[src/rtl/alu_share_arbiter_if.sv]
// ---------------------------------------------------------------------------
// alu_share_arbiter_if
//
// Bundles every bus signal around alu_share_arbiter: the two requester
// handshakes, the response outputs and the ALU operand/result path.
//
// Handshake rules, in one place:
//   reqN_valid_i : requester N has an operation pending. Operands and ctrl
//                  must stay stable while valid is high and ready is low.
//                  Valid may be dropped before the grant.
//   reqN_ready_o : the operation is accepted in the cycle where valid and
//                  ready are both high. At most one ready is high per cycle,
//                  and only while the arbiter is idle.
//   rspN_valid_o : one-cycle pulse; rsp_data_o/rsp_zero_o carry the result.
//
// Modports:
//   slave  - the arbiter
//   master - the environment (requesters plus the ALU)
// ---------------------------------------------------------------------------
interface alu_share_arbiter_if;
    // Requester 0
    logic        req0_valid_i;
    logic        req0_ready_o;
    logic [31:0] req0_data1_i;
    logic [31:0] req0_data2_i;
    logic [2:0]  req0_ctrl_i;
    // Requester 1
    logic        req1_valid_i;
    logic        req1_ready_o;
    logic [31:0] req1_data1_i;
    logic [31:0] req1_data2_i;
    logic [2:0]  req1_ctrl_i;
    // Responses
    logic        rsp0_valid_o;
    logic        rsp1_valid_o;
    logic [31:0] rsp_data_o;
    logic        rsp_zero_o;
    // ALU side
    logic [31:0] alu_data1_o;
    logic [31:0] alu_data2_o;
    logic [2:0]  alu_ctrl_o;
    logic [31:0] alu_data_i;
    logic        alu_zero_i;

    modport slave (
        input  req0_valid_i, req0_data1_i, req0_data2_i, req0_ctrl_i,
        input  req1_valid_i, req1_data1_i, req1_data2_i, req1_ctrl_i,
        input  alu_data_i, alu_zero_i,
        output req0_ready_o, req1_ready_o,
        output rsp0_valid_o, rsp1_valid_o, rsp_data_o, rsp_zero_o,
        output alu_data1_o, alu_data2_o, alu_ctrl_o
    );

    modport master (
        output req0_valid_i, req0_data1_i, req0_data2_i, req0_ctrl_i,
        output req1_valid_i, req1_data1_i, req1_data2_i, req1_ctrl_i,
        output alu_data_i, alu_zero_i,
        input  req0_ready_o, req1_ready_o,
        input  rsp0_valid_o, rsp1_valid_o, rsp_data_o, rsp_zero_o,
        input  alu_data1_o, alu_data2_o, alu_ctrl_o
    );
endinterface

[src/rtl/alu_share_arbiter.sv]
// ---------------------------------------------------------------------------
// alu_share_arbiter
//
// Shares the execute-stage ALU between two requesters. One operation is
// granted at a time; its operands are held on the ALU inputs for one cycle
// (MUL_CYCLES cycles for MUL) and the result is returned to the winner as a
// one-cycle response pulse. No arithmetic is done here.
//
// Parameters:
//   MUL_CYCLES   cycles the ALU is held for MUL (ctrl 3'b101), 1..15
//
// Build option:
//   ALU_ARB_RR_EN  defined   -> round-robin tie-break (requester 0 wins the
//                               first tie after reset)
//                  undefined -> fixed priority, requester 0 wins every tie
//
// Ports:
//   clk_i        clock, rising edge
//   rst_i        asynchronous active-low reset
//   bus          alu_share_arbiter_if.slave (handshakes, response, ALU path)
//   busy_o       high in EXEC and RESP
//   dbg_state_o  current FSM state (0 IDLE, 1 EXEC, 2 RESP)
// ---------------------------------------------------------------------------
module alu_share_arbiter #(
    parameter int unsigned MUL_CYCLES = 3
) (
    input  logic                      clk_i,
    input  logic                      rst_i,
    alu_share_arbiter_if.slave        bus,
    output logic                      busy_o,
    output logic [1:0]                dbg_state_o
);

    typedef enum logic [1:0] {
        IDLE = 2'd0,
        EXEC = 2'd1,
        RESP = 2'd2
    } state_t;

    localparam logic [2:0] OP_MUL   = 3'b101;
    localparam logic [3:0] MUL_LOAD = 4'(MUL_CYCLES - 1);

    state_t      state_q, state_d;
    logic        grant0, grant1;
    logic        tie_pick0;
    logic        win_q;
    logic [3:0]  cnt_q;
    logic [31:0] d1_q, d2_q, res_q;
    logic [2:0]  ctrl_q;
    logic        zero_q;
    logic [31:0] sel_data1, sel_data2;
    logic [2:0]  sel_ctrl;

`ifdef ALU_ARB_RR_EN
    // Id of the requester granted most recently; resets to 1 so that
    // requester 0 takes the first tie.
    logic last_grant_q;
    assign tie_pick0 = last_grant_q;

    always_ff @(posedge clk_i or negedge rst_i) begin
        if (!rst_i) begin
            last_grant_q <= 1'b1;
        end else if (grant0 || grant1) begin
            last_grant_q <= grant1;
        end
    end
`else
    assign tie_pick0 = 1'b1;
`endif

    // FSM state register
    always_ff @(posedge clk_i or negedge rst_i) begin
        if (!rst_i) begin
            state_q <= IDLE;
        end else begin
            state_q <= state_d;
        end
    end

    // FSM next state and grant. Ready is combinational in IDLE so a request
    // is accepted in the same cycle it is seen; it is held low while reset
    // is asserted so every output reads 0 during reset.
    always_comb begin
        state_d = state_q;
        grant0  = 1'b0;
        grant1  = 1'b0;
        case (state_q)
            IDLE: begin
                if (rst_i) begin
                    if (bus.req0_valid_i && (!bus.req1_valid_i || tie_pick0)) begin
                        grant0 = 1'b1;
                    end else if (bus.req1_valid_i) begin
                        grant1 = 1'b1;
                    end
                end
                if (grant0 || grant1) begin
                    state_d = EXEC;
                end
            end
            EXEC: begin
                if (cnt_q == 4'd0) begin
                    state_d = RESP;
                end
            end
            RESP: begin
                state_d = IDLE;
            end
            default: begin
                state_d = IDLE;
            end
        endcase
    end

    // Operand select for the winner
    always_comb begin
        sel_data1 = bus.req0_data1_i;
        sel_data2 = bus.req0_data2_i;
        sel_ctrl  = bus.req0_ctrl_i;
        if (grant1) begin
            sel_data1 = bus.req1_data1_i;
            sel_data2 = bus.req1_data2_i;
            sel_ctrl  = bus.req1_ctrl_i;
        end
    end

    // Datapath: operand latch at acceptance, cycle counter, result capture
    always_ff @(posedge clk_i or negedge rst_i) begin
        if (!rst_i) begin
            win_q  <= 1'b0;
            d1_q   <= '0;
            d2_q   <= '0;
            ctrl_q <= '0;
            cnt_q  <= '0;
            res_q  <= '0;
            zero_q <= 1'b0;
        end else begin
            if (grant0 || grant1) begin
                win_q  <= grant1;
                d1_q   <= sel_data1;
                d2_q   <= sel_data2;
                ctrl_q <= sel_ctrl;
                cnt_q  <= (sel_ctrl == OP_MUL) ? MUL_LOAD : 4'd0;
            end else if (state_q == EXEC && cnt_q != 4'd0) begin
                cnt_q <= cnt_q - 4'd1;
            end
            // Capture on the last EXEC cycle; holds after RESP.
            if (state_q == EXEC && cnt_q == 4'd0) begin
                res_q  <= bus.alu_data_i;
                zero_q <= bus.alu_zero_i;
            end
        end
    end

    assign bus.req0_ready_o = grant0;
    assign bus.req1_ready_o = grant1;
    assign bus.rsp0_valid_o = (state_q == RESP) && !win_q;
    assign bus.rsp1_valid_o = (state_q == RESP) &&  win_q;
    assign bus.rsp_data_o   = res_q;
    assign bus.rsp_zero_o   = zero_q;
    assign bus.alu_data1_o  = d1_q;
    assign bus.alu_data2_o  = d2_q;
    assign bus.alu_ctrl_o   = ctrl_q;
    assign busy_o           = (state_q != IDLE);
    assign dbg_state_o      = state_q;

endmodule

[src/flat_wrapper.sv]
// flat-port wrapper written by rule: the top's interface ports become plain ports
module alu_share_arbiter_flat 
#(
    parameter int unsigned MUL_CYCLES = 3
)
  (clk_i, rst_i, busy_o, dbg_state_o, bus_req0_valid_i, bus_req0_data1_i, bus_req0_data2_i, bus_req0_ctrl_i, bus_req1_valid_i, bus_req1_data1_i, bus_req1_data2_i, bus_req1_ctrl_i, bus_alu_data_i, bus_alu_zero_i, bus_req0_ready_o, bus_req1_ready_o, bus_rsp0_valid_o, bus_rsp1_valid_o, bus_rsp_data_o, bus_rsp_zero_o, bus_alu_data1_o, bus_alu_data2_o, bus_alu_ctrl_o);
  alu_share_arbiter_if bus_i ();
  input  logic clk_i;
  input  logic rst_i;
  output logic busy_o;
  output logic [1:0] dbg_state_o;
  input wire logic [$bits(bus_i.req0_valid_i)-1:0] bus_req0_valid_i;
  input wire logic [$bits(bus_i.req0_data1_i)-1:0] bus_req0_data1_i;
  input wire logic [$bits(bus_i.req0_data2_i)-1:0] bus_req0_data2_i;
  input wire logic [$bits(bus_i.req0_ctrl_i)-1:0] bus_req0_ctrl_i;
  input wire logic [$bits(bus_i.req1_valid_i)-1:0] bus_req1_valid_i;
  input wire logic [$bits(bus_i.req1_data1_i)-1:0] bus_req1_data1_i;
  input wire logic [$bits(bus_i.req1_data2_i)-1:0] bus_req1_data2_i;
  input wire logic [$bits(bus_i.req1_ctrl_i)-1:0] bus_req1_ctrl_i;
  input wire logic [$bits(bus_i.alu_data_i)-1:0] bus_alu_data_i;
  input wire logic [$bits(bus_i.alu_zero_i)-1:0] bus_alu_zero_i;
  output wire logic [$bits(bus_i.req0_ready_o)-1:0] bus_req0_ready_o;
  output wire logic [$bits(bus_i.req1_ready_o)-1:0] bus_req1_ready_o;
  output wire logic [$bits(bus_i.rsp0_valid_o)-1:0] bus_rsp0_valid_o;
  output wire logic [$bits(bus_i.rsp1_valid_o)-1:0] bus_rsp1_valid_o;
  output wire logic [$bits(bus_i.rsp_data_o)-1:0] bus_rsp_data_o;
  output wire logic [$bits(bus_i.rsp_zero_o)-1:0] bus_rsp_zero_o;
  output wire logic [$bits(bus_i.alu_data1_o)-1:0] bus_alu_data1_o;
  output wire logic [$bits(bus_i.alu_data2_o)-1:0] bus_alu_data2_o;
  output wire logic [$bits(bus_i.alu_ctrl_o)-1:0] bus_alu_ctrl_o;
  assign bus_i.req0_valid_i = bus_req0_valid_i;
  assign bus_i.req0_data1_i = bus_req0_data1_i;
  assign bus_i.req0_data2_i = bus_req0_data2_i;
  assign bus_i.req0_ctrl_i = bus_req0_ctrl_i;
  assign bus_i.req1_valid_i = bus_req1_valid_i;
  assign bus_i.req1_data1_i = bus_req1_data1_i;
  assign bus_i.req1_data2_i = bus_req1_data2_i;
  assign bus_i.req1_ctrl_i = bus_req1_ctrl_i;
  assign bus_i.alu_data_i = bus_alu_data_i;
  assign bus_i.alu_zero_i = bus_alu_zero_i;
  assign bus_req0_ready_o = bus_i.req0_ready_o;
  assign bus_req1_ready_o = bus_i.req1_ready_o;
  assign bus_rsp0_valid_o = bus_i.rsp0_valid_o;
  assign bus_rsp1_valid_o = bus_i.rsp1_valid_o;
  assign bus_rsp_data_o = bus_i.rsp_data_o;
  assign bus_rsp_zero_o = bus_i.rsp_zero_o;
  assign bus_alu_data1_o = bus_i.alu_data1_o;
  assign bus_alu_data2_o = bus_i.alu_data2_o;
  assign bus_alu_ctrl_o = bus_i.alu_ctrl_o;
  alu_share_arbiter #(.MUL_CYCLES(MUL_CYCLES)) u_core (.clk_i(clk_i), .rst_i(rst_i), .bus(bus_i), .busy_o(busy_o), .dbg_state_o(dbg_state_o));
endmodule
[config.mk]
export PLATFORM = sky130hd
export DESIGN_NAME = alu_share_arbiter_flat
export DESIGN_NICKNAME = d
export VERILOG_FILES = /design/src/rtl/alu_share_arbiter_if.sv /design/src/rtl/alu_share_arbiter.sv /design/src/flat_wrapper.sv
export SDC_FILE = /design/constraint.sdc
export NUM_CORES = 1
export LEC_CHECK = 0
export BUFFER_PORTS_ARGS = -buffer_cell sky130_fd_sc_hd__buf_4
export CAP_MARGIN = 10
export CELL_PAD_IN_SITES_DETAIL_PLACEMENT = 0
export CELL_PAD_IN_SITES_GLOBAL_PLACEMENT = 1
export CORE_MARGIN = 4
export CORE_UTILIZATION = 30
export CTS_CLUSTER_DIAMETER = 50
export DETAILED_ROUTE_END_ITERATION = 10
export GPL_ROUTABILITY_DRIVEN = 0
export PLACE_DENSITY = 0.79
export SYNTH_ARGS = -nofsm -noshare
export SYNTH_HDL_FRONTEND = slang
export SYNTH_SLANG_ARGS = --single-unit
[constraint.sdc]
create_clock -name clk_i -period 2 [get_ports clk_i]
set_clock_uncertainty 0.05 [all_clocks]
set_input_delay 0.1 -clock clk_i [delete_from_list [all_inputs] [get_ports clk_i]]
set_output_delay 0.1 -clock clk_i [all_outputs]
set_load 0.05 [all_outputs]
After elaboration in Yosys (flattened, before gate mapping)
Index checks and enable logic that the tools add are counted.
W data, S select, Z words.

operators by class
  $add $sub $neg = 1
  eq/ne operators = 5
  muxes and demuxes = 18
  reduce and logical (&&, ||, !) cells = 13

operators by type and width
  cell                   number
  $mux W32               2
  $mux W1                9
  $mux W4                2
  $mux W2                3
  $logic_and A1 B1 Y1    4
  $logic_not A4 Y1       1
  $ne A2 B1 Y1 const B   2
  $pmux W2 S2            1
  $reduce_bool A2 Y1     2
  $reduce_bool A4 Y1     1
  $sub A4 B1 Y4 const B  1
  $eq A3 B3 Y1 const B   1
  $mux W3                1
  $eq A2 B1 Y1 const B   1
  $eq A2 B2 Y1 const B   1
  $logic_not A2 Y1       1
  $logic_or A1 B1 Y1     2
  $reduce_and A2 Y1      1
  $logic_not A1 Y1       1

storage, ports and cells
  flip-flop bits (word level) = 107
  input bits = 171
  output and inout bits = 107
  logic and storage cells = 45

Logic depth before layout (Yosys ltp)
Gate-level depths: netlist (run 1).

  depth in word-level cells = 9
  gate-level depth with buffers = 6
  gate-level depth less buffers = 5

Least setup slack after synthesis (run 1)
OpenSTA, ideal clock, no wires.

  path type = register -> output
  from = register u_core.state_q[0] (netlist: u_core.dbg_state_o[0])
  to = output bus_req1_ready_o
  data arrival time = 2.053 ns
  required time = 1.850 ns
  setup slack = -0.203 ns
  stages on the path, launching flop included = 5
  path buffers = 2
  cell sequence = dfrtp_1 > or3b_1 > clkbuf_1 > clkbuf_1 > nor2_1

on the way
  word-level cells in the longest chain between the ends = 2

RTL lines
  what                      line                     source
  start: declaration        alu_share_arbiter.sv:43  state_t state_q, state_d;
  start signal: assignment  alu_share_arbiter.sv:76  state_q <= state_d;
  $logic_not A2 Y1          alu_share_arbiter.sv:87  case (state_q)
  $mux W1                   alu_share_arbiter.sv:87
  end: declaration          flat_wrapper.sv:23       output wire logic [$bits(bus_i.req1_ready_o)-1:0] bus_req1_ready_o;

Every way passes these cells.

Worst setup path in the final report (run 1)
  from = register u_core.cnt_q[0]
  to = register u_core.res_q[24] (netlist: u_core.bus.rsp_data_o[24])

on the way
  word-level cells in the longest chain between the ends = 2

RTL lines
  what                      line                      source
  start: declaration        alu_share_arbiter.sv:47   logic [3:0] cnt_q;
  start signal: assignment  alu_share_arbiter.sv:142  cnt_q <= (sel_ctrl == OP_MUL) ? MUL_LOAD : 4'd0;
  start signal: assignment  alu_share_arbiter.sv:144  cnt_q <= cnt_q - 4'd1;
  $logic_not A4 Y1          alu_share_arbiter.sv:147  if (state_q == EXEC && cnt_q == 4'd0) begin
  $logic_and A1 B1 Y1       alu_share_arbiter.sv:147
  end signal: assignment    alu_share_arbiter.sv:148  res_q <= bus.alu_data_i;
  end: declaration          alu_share_arbiter.sv:48   logic [31:0] d1_q, d2_q, res_q;

Every way passes these cells.
A chain may end at the register's enable or synchronous reset.

==> qor.csv, run 1 <==
stage,metric,value,unit
outcome,status,finished clean,
cells_and_area,final instance area,8650,µm²
setup_path,Top Family by Delay on Critical Path,simple AND/OR/NAND/NOR gates,
power_and_ir_drop,leakage power,4.45,nW
global_routing,largest net degree at the start of global routing,64,
logic_synthesis,Adder-Cell Fraction of Synth Area,0.506,%
routing,"antenna viol nets, final",0,
routing,DRT Pass-1 Iters,4,
cells_and_area,"commonest non-fill, non-tap cell in the layout",buf_4,
setup_path,CP max FO,34,
power_and_ir_drop,PwrDens,1620,nW/µm²
logic_synthesis,Synth area leaders,"dfrtp_1 54%, mux2i_1 14%, o21ai_0 13%",
clock_network,TritonCTS clock tree,done,
routing,drt drc,0,
timing,final setup vio count,0,
power_and_ir_drop,Reg power frac,27.5,%
routing,Starting DRT DRC Count,175,
cells_and_area,layout cells sized above 1,44.5,%
logic_synthesis,share of the synthesized area in the top cell type,54.1,%
die,row cnt,46,
logic_synthesis,synth unique cells,29,
logic_synthesis,xor-xnor portion of the synthesized cell area,0,%
routing,final WL,17900,µm
logic_synthesis,largest family of logic cells by synthesized area,multiplexers,
logic_synthesis,Synth Instances,417,
routing,WL per Instance,17.8,µm
clock_network,TritonCTS Sinks,107,
cells_and_area,Layout area overhead,74.9,%
die,Placeable Area,16000,µm²
logic_synthesis,cell area after synthesis,4940,µm²
logic_synthesis,Mean Syn Cell Area,11.9,µm²
clock_network,H-tree depth,3,
global_routing,GRT Resource Usage Total,19.0,%
clock_network,CTS root buffer,clkbuf_16,
logic_synthesis,post-synthesis simple-gate area fraction,3.09,%
worst_hold_path,Hold Path Class,in -> reg,
setup_path,worst r2r src,u_core.cnt_q[0],
worst_hold_path,Hold Startpoint,bus_req1_data1_i[12],
timing,slew margin rel.,45.6,%
clock_network,total CTS buffers,9,
die,Die Area,18600,µm²
logic_synthesis,compound-gate portion of the synthesized area,15.0,%
logic_synthesis,"Seq/Total Area, Yosys",54.1,%
setup_path,crit path launch,u_core.cnt_q[0],
die,Die Span Y,136,µm
timing,worst hold margin,0.0106,ns
setup_path,WP buf/inv,2,
clock_network,Post-CTS Setup Inserts,0,
setup_path,Max stage delay on crit path,0.49,ns
worst_hold_path,worst hold stages,3,
setup_path,crit path capture type,flip-flop,
placed_design,I/O Buffers,277,
timing,worst slew pin tran,0.816,ns
setup_path,"Slowest-stage cell, CP",or4b_4,
clock_network,clk_lat worst skew,0.35,ns
setup_path,CP required,2.18,ns
global_routing,first-pass GRT wire length,27500,µm
timing,final hold vios,0,
cells_and_area,most frequent cells in the layout,"286 x buf_4, 132 x o21ai_0, 105 x dfrtp_1, 100 x dlygate4sd3_1, 68 x mux2i_1",
power_and_ir_drop,Pint,7.07,mW
setup_path,"Data arrival, critical path",2.14,ns
setup_path,reg2reg end,u_core.bus.rsp_data_o[24],
die,Die X,136,µm
placed_design,Area after DPL,7300,µm²
placed_design,placed wire-length estimate,12100,µm
power_and_ir_drop,peak supply drop,794,µV
logic_synthesis,#FFs+latches synth,107,
cells_and_area,number of fill cells,1384,
flow_run,max cap viols,0,
clock_network,clock tree buffer depth,2,
setup_path,crit path cell chain,"inv_1, ha_1, or4b_4, buf_12, mux2_4",
timing,max-slew violation count,0,
timing,min cycle time layout,1.96,ns
setup_path,Worst Setup Start Kind,flip-flop,
cells_and_area,Layout Nets,959,
global_routing,initial antenna violation count,1,
logic_synthesis,Yosys warning count,0,
setup_path,r2r worst-path depth,5,
logic_synthesis,"area leader, netlist",dfrtp_1,
timing,max frequency,510,MHz
clock_network,Clock transition at path regs,0.07,ns
setup_path,Setup Crit Path Kind,reg -> reg,
setup_path,Reg2Reg Setup Slack,0.04,ns
power_and_ir_drop,sw power,6.93,mW
die,Initial Util,30.9,%
power_and_ir_drop,switching part of the total,49.5,%
logic_synthesis,syn_nets,590,
power_and_ir_drop,Pwr Total,14.0,mW
timing,Fin Setup TNS,0,ns
die,IO Pins,278,
routing,vias per cell,4.72,
global_routing,grt ovf,0,
worst_hold_path,hold endpoint,u_core.bus.alu_data1_o[12],
routing,Vias,4757,
global_routing,vias in the first global route,5191,
cells_and_area,Util after Layout,54.1,%
power_and_ir_drop,combinational fraction of design power,60.0,%
timing,period utilization,98.0,%
timing,unrepaired setup endpoints after global routing,no,
power_and_ir_drop,clock power share,12.6,%
logic_synthesis,mux cell area share after synthesis,23.5,%
## layout make-up
cell class / instances / area [µm²] / share of cell area (%)
Clock inverter: 6 / 53.8 / 0.622
Tap cell: 216 / 270 / 3.12
Inverter: 5 / 18.8 / 0.217
Antenna cell: 1 / 2.50 / 0.0289
Multi-Input combinational cell: 271 / 2110 / 24.4
Timing Repair Buffer: 392 / 3270 / 37.8
Sequential cell: 107 / 2680 / 31.0
Clock buffer: 10 / 239 / 2.76
## Yosys cell counts, drive strengths merged
master,instances
o21ai,138
or4b,1
and3b,1
inv,5
nand2b,2
or2,1
or3b,2
mux2,33
mux2i,68
ha,2
o32ai,2
buf,11
nor2b,1
o41ai,1
nor3b,3
nand4b,1
dfrtp,107
and2,1
nor4bb,1
nor2,6
a31oi,1
nand3,2
a21oi,4
clkbuf,23
## per-layer routing
layer | routed length [µm] | global-route usage, % | vias to the layer above | part of all wire, %
li1 | - | - | 2240 | -
met1 | 6790 | 21.4 | 2291 | 38
met2 | 9340 | 35.1 | 210 | 52
met3 | 1540 | 5.37 | 16 | 8.6
met4 | 239 | 5.38 | 0 | 1.3
met5 | 0 | 0 | - | 0
## power groups by stage
stage	combinational, mW	clock, mW	sequential (mW)
CTS	8.43	1.83	3.83
floorplan	2.03	0	7.26
global route	8.83	1.91	3.97
finish	8.39	1.76	3.84
global placement	8.02	0	3.82
detailed placement	8.14	0	3.86
## flip-flops by register name (all words and copies together), names as in the netlist
register and flops:
u_core.win_q 1, u_core.dbg_state_o 2, u_core.bus.rsp_data_o 32, u_core.bus.rsp_zero_o 1
u_core.cnt_q 4, u_core.bus.alu_ctrl_o 3, u_core.bus.alu_data2_o 32, u_core.bus.alu_data1_o 32
## worst max path at each step
stage | endpoint | cells past startpoint | slack, ns
after global routing | bus_req1_ready_o | 5 | 0.007
after floorplan | u_core.bus.rsp_data_o[10] | 5 | 0.02
final | u_core.bus.rsp_data_o[24] | 5 | 0.04
after global placement | u_core.bus.rsp_data_o[28] | 5 | 0.16
after detailed placement | u_core.bus.rsp_data_o[24] | 5 | 0.08
after CTS | u_core.bus.rsp_data_o[24] | 5 | 0.06
## cells by family after synthesis
| group | count (synthesis) |
|---|---|
| compound gates | 146 |
| buf+inv | 39 |
| mux | 101 |
| fa+ha+maj | 2 |
| simple gates | 22 |
| flops | 107 |
## what timing repair did
item / CTS / global route
resized for setup: 5 / 0
endpoints found under the hold margin: 175 / 0
hold buffers: 100 / 0
setup endpoints to repair: 1 / 0
## per-stage QoR
step,std cells,setup WS (ns)
2_1_floorplan,417,0.0232
3_3_place_gp,890,0.161
3_5_place_dp,890,0.0850
4_1_cts,1007,0.0638
5_1_grt,1008,0.00709
6_report,1008,0.0398
## tightest hold or removal path, delay by kind of cell
family / cells / cell delay (ns)
buffers and inverters: 1 / 0.08
AO/OA/AOI/OAI: 1 / 0.15
multiplexers: 1 / 0.05
No activity file was read; power rests on OpenSTA's default activity.
==> run 2: changes to the inputs <==
CTS_BUF_LIST = sky130_fd_sc_hd__clkbuf_16   (was not set)
==> run 2 against run 1 <==
  * Clock-buffer cell count is 1 lower
  * Global-route usage down 0.30 points
  * Cell count did not move
  * Register-to-register slack barely moved
  * Die area did not move
  * Non-clock buffer count is the same
  * Clock power is essentially flat
  * Total power down 0.26%
  * Sequential share of layout area is essentially flat
  * Hold slack worse by 0.00092 ns
  * Sequential power barely moved
==> qor.csv, run 2 (synthesis results as in run 1) <==
stage,metric,value,unit,change
setup_path,Worst Setup Start Kind,flip-flop,,
timing,Fin Setup TNS,0,ns,unchanged
global_routing,first-pass GRT wire length,27200,µm,-1.2%
placed_design,placed wire-length estimate,12100,µm,unchanged
power_and_ir_drop,leakage power,4.44,nW,-0.13%
cells_and_area,Layout Nets,959,,unchanged
setup_path,Crit. path cell count,5,,unchanged
clock_network,CTS root buffer,clkbuf_16,,
clock_network,H-tree depth,3,,unchanged
cells_and_area,Layout area overhead,74.7,%,
clock_network,clock tree buffer depth,2,,unchanged
placed_design,Post-Place Worst Slack,0.0850,ns,unchanged
global_routing,largest net degree at the start of global routing,64,,unchanged
routing,drt drc,0,,unchanged
routing,final WL,17800,µm,-0.82%
timing,worst hold margin,0.00963,ns,-0.000918 ns
placed_design,placed insts,890,,unchanged
timing,max frequency,508,MHz,-0.35%
cells_and_area,layout cells sized above 1,44.4,%,-0.13 points
worst_hold_path,hold endpoint,u_core.bus.alu_data1_o[12],,
global_routing,vias in the first global route,5160,,-0.60%
timing,slew margin rel.,45.8,%,+0.16 points
power_and_ir_drop,PwrDens,1620,nW/µm²,-0.14%
timing,worst slew pin tran,0.813,ns,-0.00235 ns
cells_and_area,number of fill cells,1386,,+0.14%
setup_path,crit path capture type,flip-flop,,
timing,final hold vios,0,,unchanged
worst_hold_path,worst hold stages,3,,unchanged
die,Die Area,18600,µm²,unchanged
timing,unrepaired setup endpoints after global routing,no,,
clock_network,total CTS buffers,9,,unchanged
setup_path,CP max FO,34,,unchanged
cells_and_area,most frequent cells in the layout,"286 x buf_4, 132 x o21ai_0, 105 x dfrtp_1, 100 x dlygate4sd3_1, 68 x mux2i_1",,
die,Initial Util,30.9,%,unchanged
timing,max-slew violation count,0,,unchanged
flow_run,max cap viols,0,,unchanged
die,Die Span Y,136,µm,unchanged
setup_path,crit path cell chain,"inv_1, ha_1, or4b_4, buf_12, mux2_4",,
placed_design,I/O Buffers,277,,unchanged
global_routing,initial antenna violation count,1,,unchanged
clock_network,TritonCTS Sinks,107,,unchanged
routing,WL per Instance,17.6,µm,-0.82%
global_routing,grt ovf,0,,unchanged
routing,Starting DRT DRC Count,175,,unchanged
timing,period utilization,98.4,%,+0.35 points
routing,Vias,4781,,+0.50%
setup_path,worst r2r src,u_core.cnt_q[0],,
setup_path,WP buf/inv,2,,unchanged
die,row cnt,46,,unchanged
die,Placeable Area,16000,µm²,unchanged
setup_path,Setup Crit Path Kind,reg -> reg,,
global_routing,GRT Resource Usage Total,18.7,%,-0.30 points
setup_path,Max stage delay on crit path,0.49,ns,about the same
setup_path,r2r worst-path depth,5,,unchanged
timing,final setup vio count,0,,unchanged
cells_and_area,"commonest non-fill, non-tap cell in the layout",buf_4,,
routing,DRT Pass-1 Iters,4,,unchanged
outcome,status,finished clean,,
setup_path,reg2reg end,u_core.bus.rsp_data_o[24],,
clock_network,Clock transition at path regs,0.07,ns,about the same
clock_network,clk_lat worst skew,0.35,ns,about the same
clock_network,TritonCTS clock tree,done,,
worst_hold_path,Hold Startpoint,bus_req1_data1_i[12],,
power_and_ir_drop,peak supply drop,795,µV,about the same
routing,"antenna viol nets, final",0,,unchanged
cells_and_area,Non-Filler Instances,1008,,unchanged
die,IO Pins,278,,unchanged
setup_path,"Data arrival, critical path",2.15,ns,about the same
timing,min cycle time layout,1.97,ns,+0.00691 ns
die,Die X,136,µm,unchanged
setup_path,"Slowest-stage cell, CP",or4b_4,,
setup_path,Top Family by Delay on Critical Path,simple AND/OR/NAND/NOR gates,,
routing,vias per cell,4.74,,+0.50%
timing,Final WS setup,0.0329,ns,-0.00691 ns
worst_hold_path,Hold Path Class,in -> reg,,
setup_path,CP required,2.18,ns,about the same
setup_path,Reg2Reg Setup Slack,0.03,ns,about the same
-- run 2: cell types whose count changed in the layout (fill, tap and decap cells not counted), sizes merged --
| cell | previous run | this run |
|---|---|---|
| clkbuf | 10 | 9 |
| clkinv | 1 | 2 |
-- run 2: how the worst max path moves through the flow --
stage	from	to	slack, ns
6_report	u_core.cnt_q[0]	u_core.bus.rsp_data_o[24]	0.03
3_3_place_gp	u_core.cnt_q[0]	u_core.bus.rsp_data_o[28]	0.16
2_1_floorplan	u_core.dbg_state_o[1]	u_core.bus.rsp_data_o[10]	0.02
5_1_grt	u_core.dbg_state_o[1]	bus_req1_ready_o	0.007
4_1_cts	u_core.cnt_q[0]	u_core.bus.rsp_data_o[24]	0.06
3_5_place_dp	u_core.cnt_q[0]	u_core.bus.rsp_data_o[24]	0.08
-- run 2: worst register-to-register path, cell delays in order (launching register included) --
cell and delay [ns]:
dfrtp_1 0.41, inv_1 0.13, ha_1 0.22, or4b_4 0.49
buf_12 0.21, mux2_4 0.33
-- run 2: layout make-up --
cell class	instances	area (µm²)	share of cell area (%)
Multi-Input combinational cell	271	2110	24.5
Tap cell	216	270	3.13
Clock inverter	7	57.6	0.666
Antenna cell	1	2.50	0.0290
Inverter	5	18.8	0.217
Timing Repair Buffer	392	3270	37.9
Sequential cell	107	2680	31.0
Clock buffer	9	225	2.61
-- run 2: what timing repair did --
item,4_1_cts,5_1_grt
buffers inserted,0,0
resized for setup,5,0
hold buffers,100,0
endpoints found under the setup margin,1,0
endpoints found under the hold margin,175,0
-- run 2: power breakdown --
group	internal, mW	switching (mW)	total [mW]
Sequential	3.22	0.624	3.84
Clock	0.867	0.859	1.73
Combinational	2.94	5.45	8.39
-- run 2: metal layers --
| metal | global-route usage, % | share of wire [%] | vias to the layer above |
|---|---|---|---|
| li1 | - | - | 2242 |
| met1 | 21.4 | 39 | 2305 |
| met2 | 34.2 | 52 | 214 |
| met3 | 5.11 | 8.4 | 20 |
| met4 | 5.49 | 1.5 | 0 |
| met5 | 0 | 0 | - |
-- run 2: through the flow --
stage / area, µm² / total power, mW / util, %
4_1_cts: 8640 / 14.1 / 54.0
2_1_floorplan: 4950 / 9.29 / -
5_1_grt: 8640 / 14.7 / 54.0
3_5_place_dp: 7300 / 12.0 / 45.6
3_3_place_gp: 7300 / 11.8 / 45.6
6_report: 8640 / 14.0 / 54.0
==> run 3: changes to the inputs <==
--- a/config.mk
+++ b/config.mk
@@ -17,4 +17,5 @@
 export GPL_ROUTABILITY_DRIVEN = 0
 export PLACE_DENSITY = 0.79
+export SKIP_CTS_REPAIR_TIMING = 1
 export SYNTH_ARGS = -nofsm -noshare
 export SYNTH_HDL_FRONTEND = slang
==> constraint.sdc (replaced) <==
create_clock -name clk_i -period 2 [get_ports clk_i]
set_clock_uncertainty 0.05 [all_clocks]
set_input_delay 0.5 -clock clk_i [delete_from_list [all_inputs] [get_ports clk_i]]
set_output_delay 0.5 -clock clk_i [all_outputs]
set_load 0.05 [all_outputs]
==> run 3 against run 2 <==
  * The run now ends with setup timing left
  * Total power shrank 2.2%
  * Setup slack got worse by 0.056 ns
  * Via count is 9.3% lower
  * Combinational power decreased by 2.7%
  * Sequential power about the same
  * Flip-flop and latch count unchanged
  * Clock-buffer cell count is the same
  * Register-to-register slack better by 0.02 ns
==> qor.csv, run 3 (synthesis results as in run 1) <==
stage,metric,value,unit,change
clock_network,total CTS buffers,9,,unchanged
power_and_ir_drop,clock power share,12.3,%,about the same
die,row cnt,46,,unchanged
power_and_ir_drop,leakage power,4.02,nW,-9.5%
clock_network,clock tree buffer depth,2,,unchanged
die,Die Area,18600,µm²,unchanged
power_and_ir_drop,PwrDens,1790,nW/µm²,+11%
cells_and_area,"commonest non-fill, non-tap cell in the layout",buf_4,,
setup_path,r2r worst-path depth,5,,unchanged
timing,max-slew violation count,0,,unchanged
timing,final hold vios,0,,unchanged
outcome,status,"complete, but fails checks",,
clock_network,clk_lat worst skew,0.34,ns,about the same
timing,period utilization,101,%,+2.8 points
clock_network,TritonCTS clock tree,done,,
setup_path,Reg2Reg Setup Slack,0.05,ns,+0.02 ns
global_routing,first-pass GRT wire length,23600,µm,-13%
setup_path,CP max FO,3,,-91%
die,Initial Util,30.9,%,unchanged
die,Placeable Area,16000,µm²,unchanged
setup_path,reg2reg end,u_core.bus.rsp_data_o[9],,
timing,min cycle time layout,2.02,ns,+0.0555 ns
clock_network,CTS root buffer,clkbuf_16,,
clock_network,Clock transition at path regs,0.07,ns,about the same
clock_network,H-tree depth,3,,unchanged
global_routing,grt ovf,0,,unchanged
power_and_ir_drop,combinational fraction of design power,59.8,%,-0.3 points
routing,Starting DRT DRC Count,188,,+7.4%
routing,drt drc,0,,unchanged
cells_and_area,Layout area overhead,54.7,%,
setup_path,Setup Crit Path Kind,reg -> out,,
flow_run,max cap viols,0,,unchanged
placed_design,placed wire-length estimate,12000,µm,-1.2%
worst_hold_path,Hold Path Class,in -> async,,
power_and_ir_drop,Reg power frac,28.0,%,+0.5 points
power_and_ir_drop,sw power,6.80,mW,-1.9%
power_and_ir_drop,Pint,6.85,mW,-2.5%
routing,"antenna viol nets, final",0,,unchanged
power_and_ir_drop,switching part of the total,49.8,%,+0.15 points
clock_network,TritonCTS Sinks,107,,unchanged
timing,Fin Setup TNS,-0.0383,ns,-0.0383 ns
global_routing,initial antenna violation count,0,,-1
timing,unrepaired setup endpoints after global routing,yes,,
die,Die Span Y,136,µm,unchanged
routing,final WL,15800,µm,-11%
cells_and_area,Layout Nets,861,,-10%
cells_and_area,most frequent cells in the layout,"287 x buf_4, 132 x o21ai_0, 105 x dfrtp_1, 68 x mux2i_1, 29 x mux2_4",,
timing,worst slew pin tran,0.808,ns,-0.00527 ns
routing,WL per Instance,17.4,µm,-1.1%
die,Die X,136,µm,unchanged
routing,Vias,4337,,-9.3%
timing,worst hold margin,0.214,ns,+0.205 ns
power_and_ir_drop,peak supply drop,790,µV,-0.60%
outcome,failing checks,setup timing,,
setup_path,"Data arrival, critical path",1.47,ns,-0.68 ns
routing,vias per cell,4.77,,+0.59%
cells_and_area,layout cells sized above 1,51.5,%,+7.1 points
timing,max frequency,494,MHz,-2.7%
setup_path,crit path capture type,output port,,
placed_design,Area after DPL,7330,µm²,+0.34%
setup_path,worst r2r src,u_core.cnt_q[0],,
setup_path,CP required,1.45,ns,-0.73 ns
cells_and_area,# diodes,0,,-1
timing,Final WS setup,-0.0226,ns,-0.0555 ns
setup_path,Worst Setup Start Kind,flip-flop,,
timing,slew margin rel.,46.1,%,+0.35 points
placed_design,Post-Place Worst Slack,0.0285,ns,-0.0565 ns
die,IO Pins,278,,unchanged
timing,final setup vio count,2,,+2
placed_design,I/O Buffers,277,,unchanged
routing,DRT Pass-1 Iters,6,,+2
global_routing,vias in the first global route,4504,,-13%
cells_and_area,final instance area,7650,µm²,-11%
global_routing,largest net degree at the start of global routing,71,,+11%
global_routing,GRT Resource Usage Total,16.2,%,-2.6 points
-- run 3: power by group through the flow --
stage	combinational (mW)	sequential (mW)	clock, mW
after CTS	8.14	3.85	1.74
after detailed placement	8.13	3.88	0
after floorplan	2.03	7.27	0
final	8.16	3.82	1.68
after global placement	8.06	3.82	0
after global routing	8.59	3.95	1.81
-- run 3: cell type report --
cell class,instances,area [µm²]
clock buffer,9,225
clock inverter,7,51.3
fill,1475,8350
inverter,5,18.8
multi-input combinational,271,2130
sequential,107,2680
tap,216,270
timing repair buffer,294,2270
-- run 3: how the worst max path moves through the flow --
stage                                      from                         end  slack, ns  depth (start not counted)
after floorplan           u_core.dbg_state_o[0]            bus_req1_ready_o      -0.27                          4
after global placement                    rst_i            bus_req0_ready_o     -0.007                          5
after detailed placement                  rst_i  u_core.bus.alu_data2_o[25]       0.03                          5
after CTS                 u_core.dbg_state_o[0]            bus_req0_ready_o      -0.26                          4
after global routing      u_core.dbg_state_o[0]            bus_req1_ready_o      -0.07                          3
final                     u_core.dbg_state_o[0]            bus_req1_ready_o      -0.02                          3
-- run 3: through the flow --
| step | utilization (%) | cells | total power [mW] |
|---|---|---|---|
| after floorplan | - | 417 | 9.29 |
| after global placement | 45.8 | 891 | 11.9 |
| after detailed placement | 45.8 | 891 | 12.0 |
| after CTS | 47.5 | 907 | 13.7 |
| after global routing | 47.8 | 909 | 14.4 |
| final | 47.8 | 909 | 13.7 |
-- run 3: worst max-delay path: stages (launching register included) --
cell and delay, ns:
dfrtp_2 0.43, or3b_4 0.42, nor2_4 0.12, buf_6 0.16
-- run 3: layer usage --
| metal | global-route usage, % | part of all wire (%) |
|---|---|---|
| met1 | 19.1 | 39 |
| met5 | 0 | 0 |
| met2 | 28.8 | 51 |
| met3 | 4.07 | 8.5 |
| met4 | 4.82 | 1.4 |
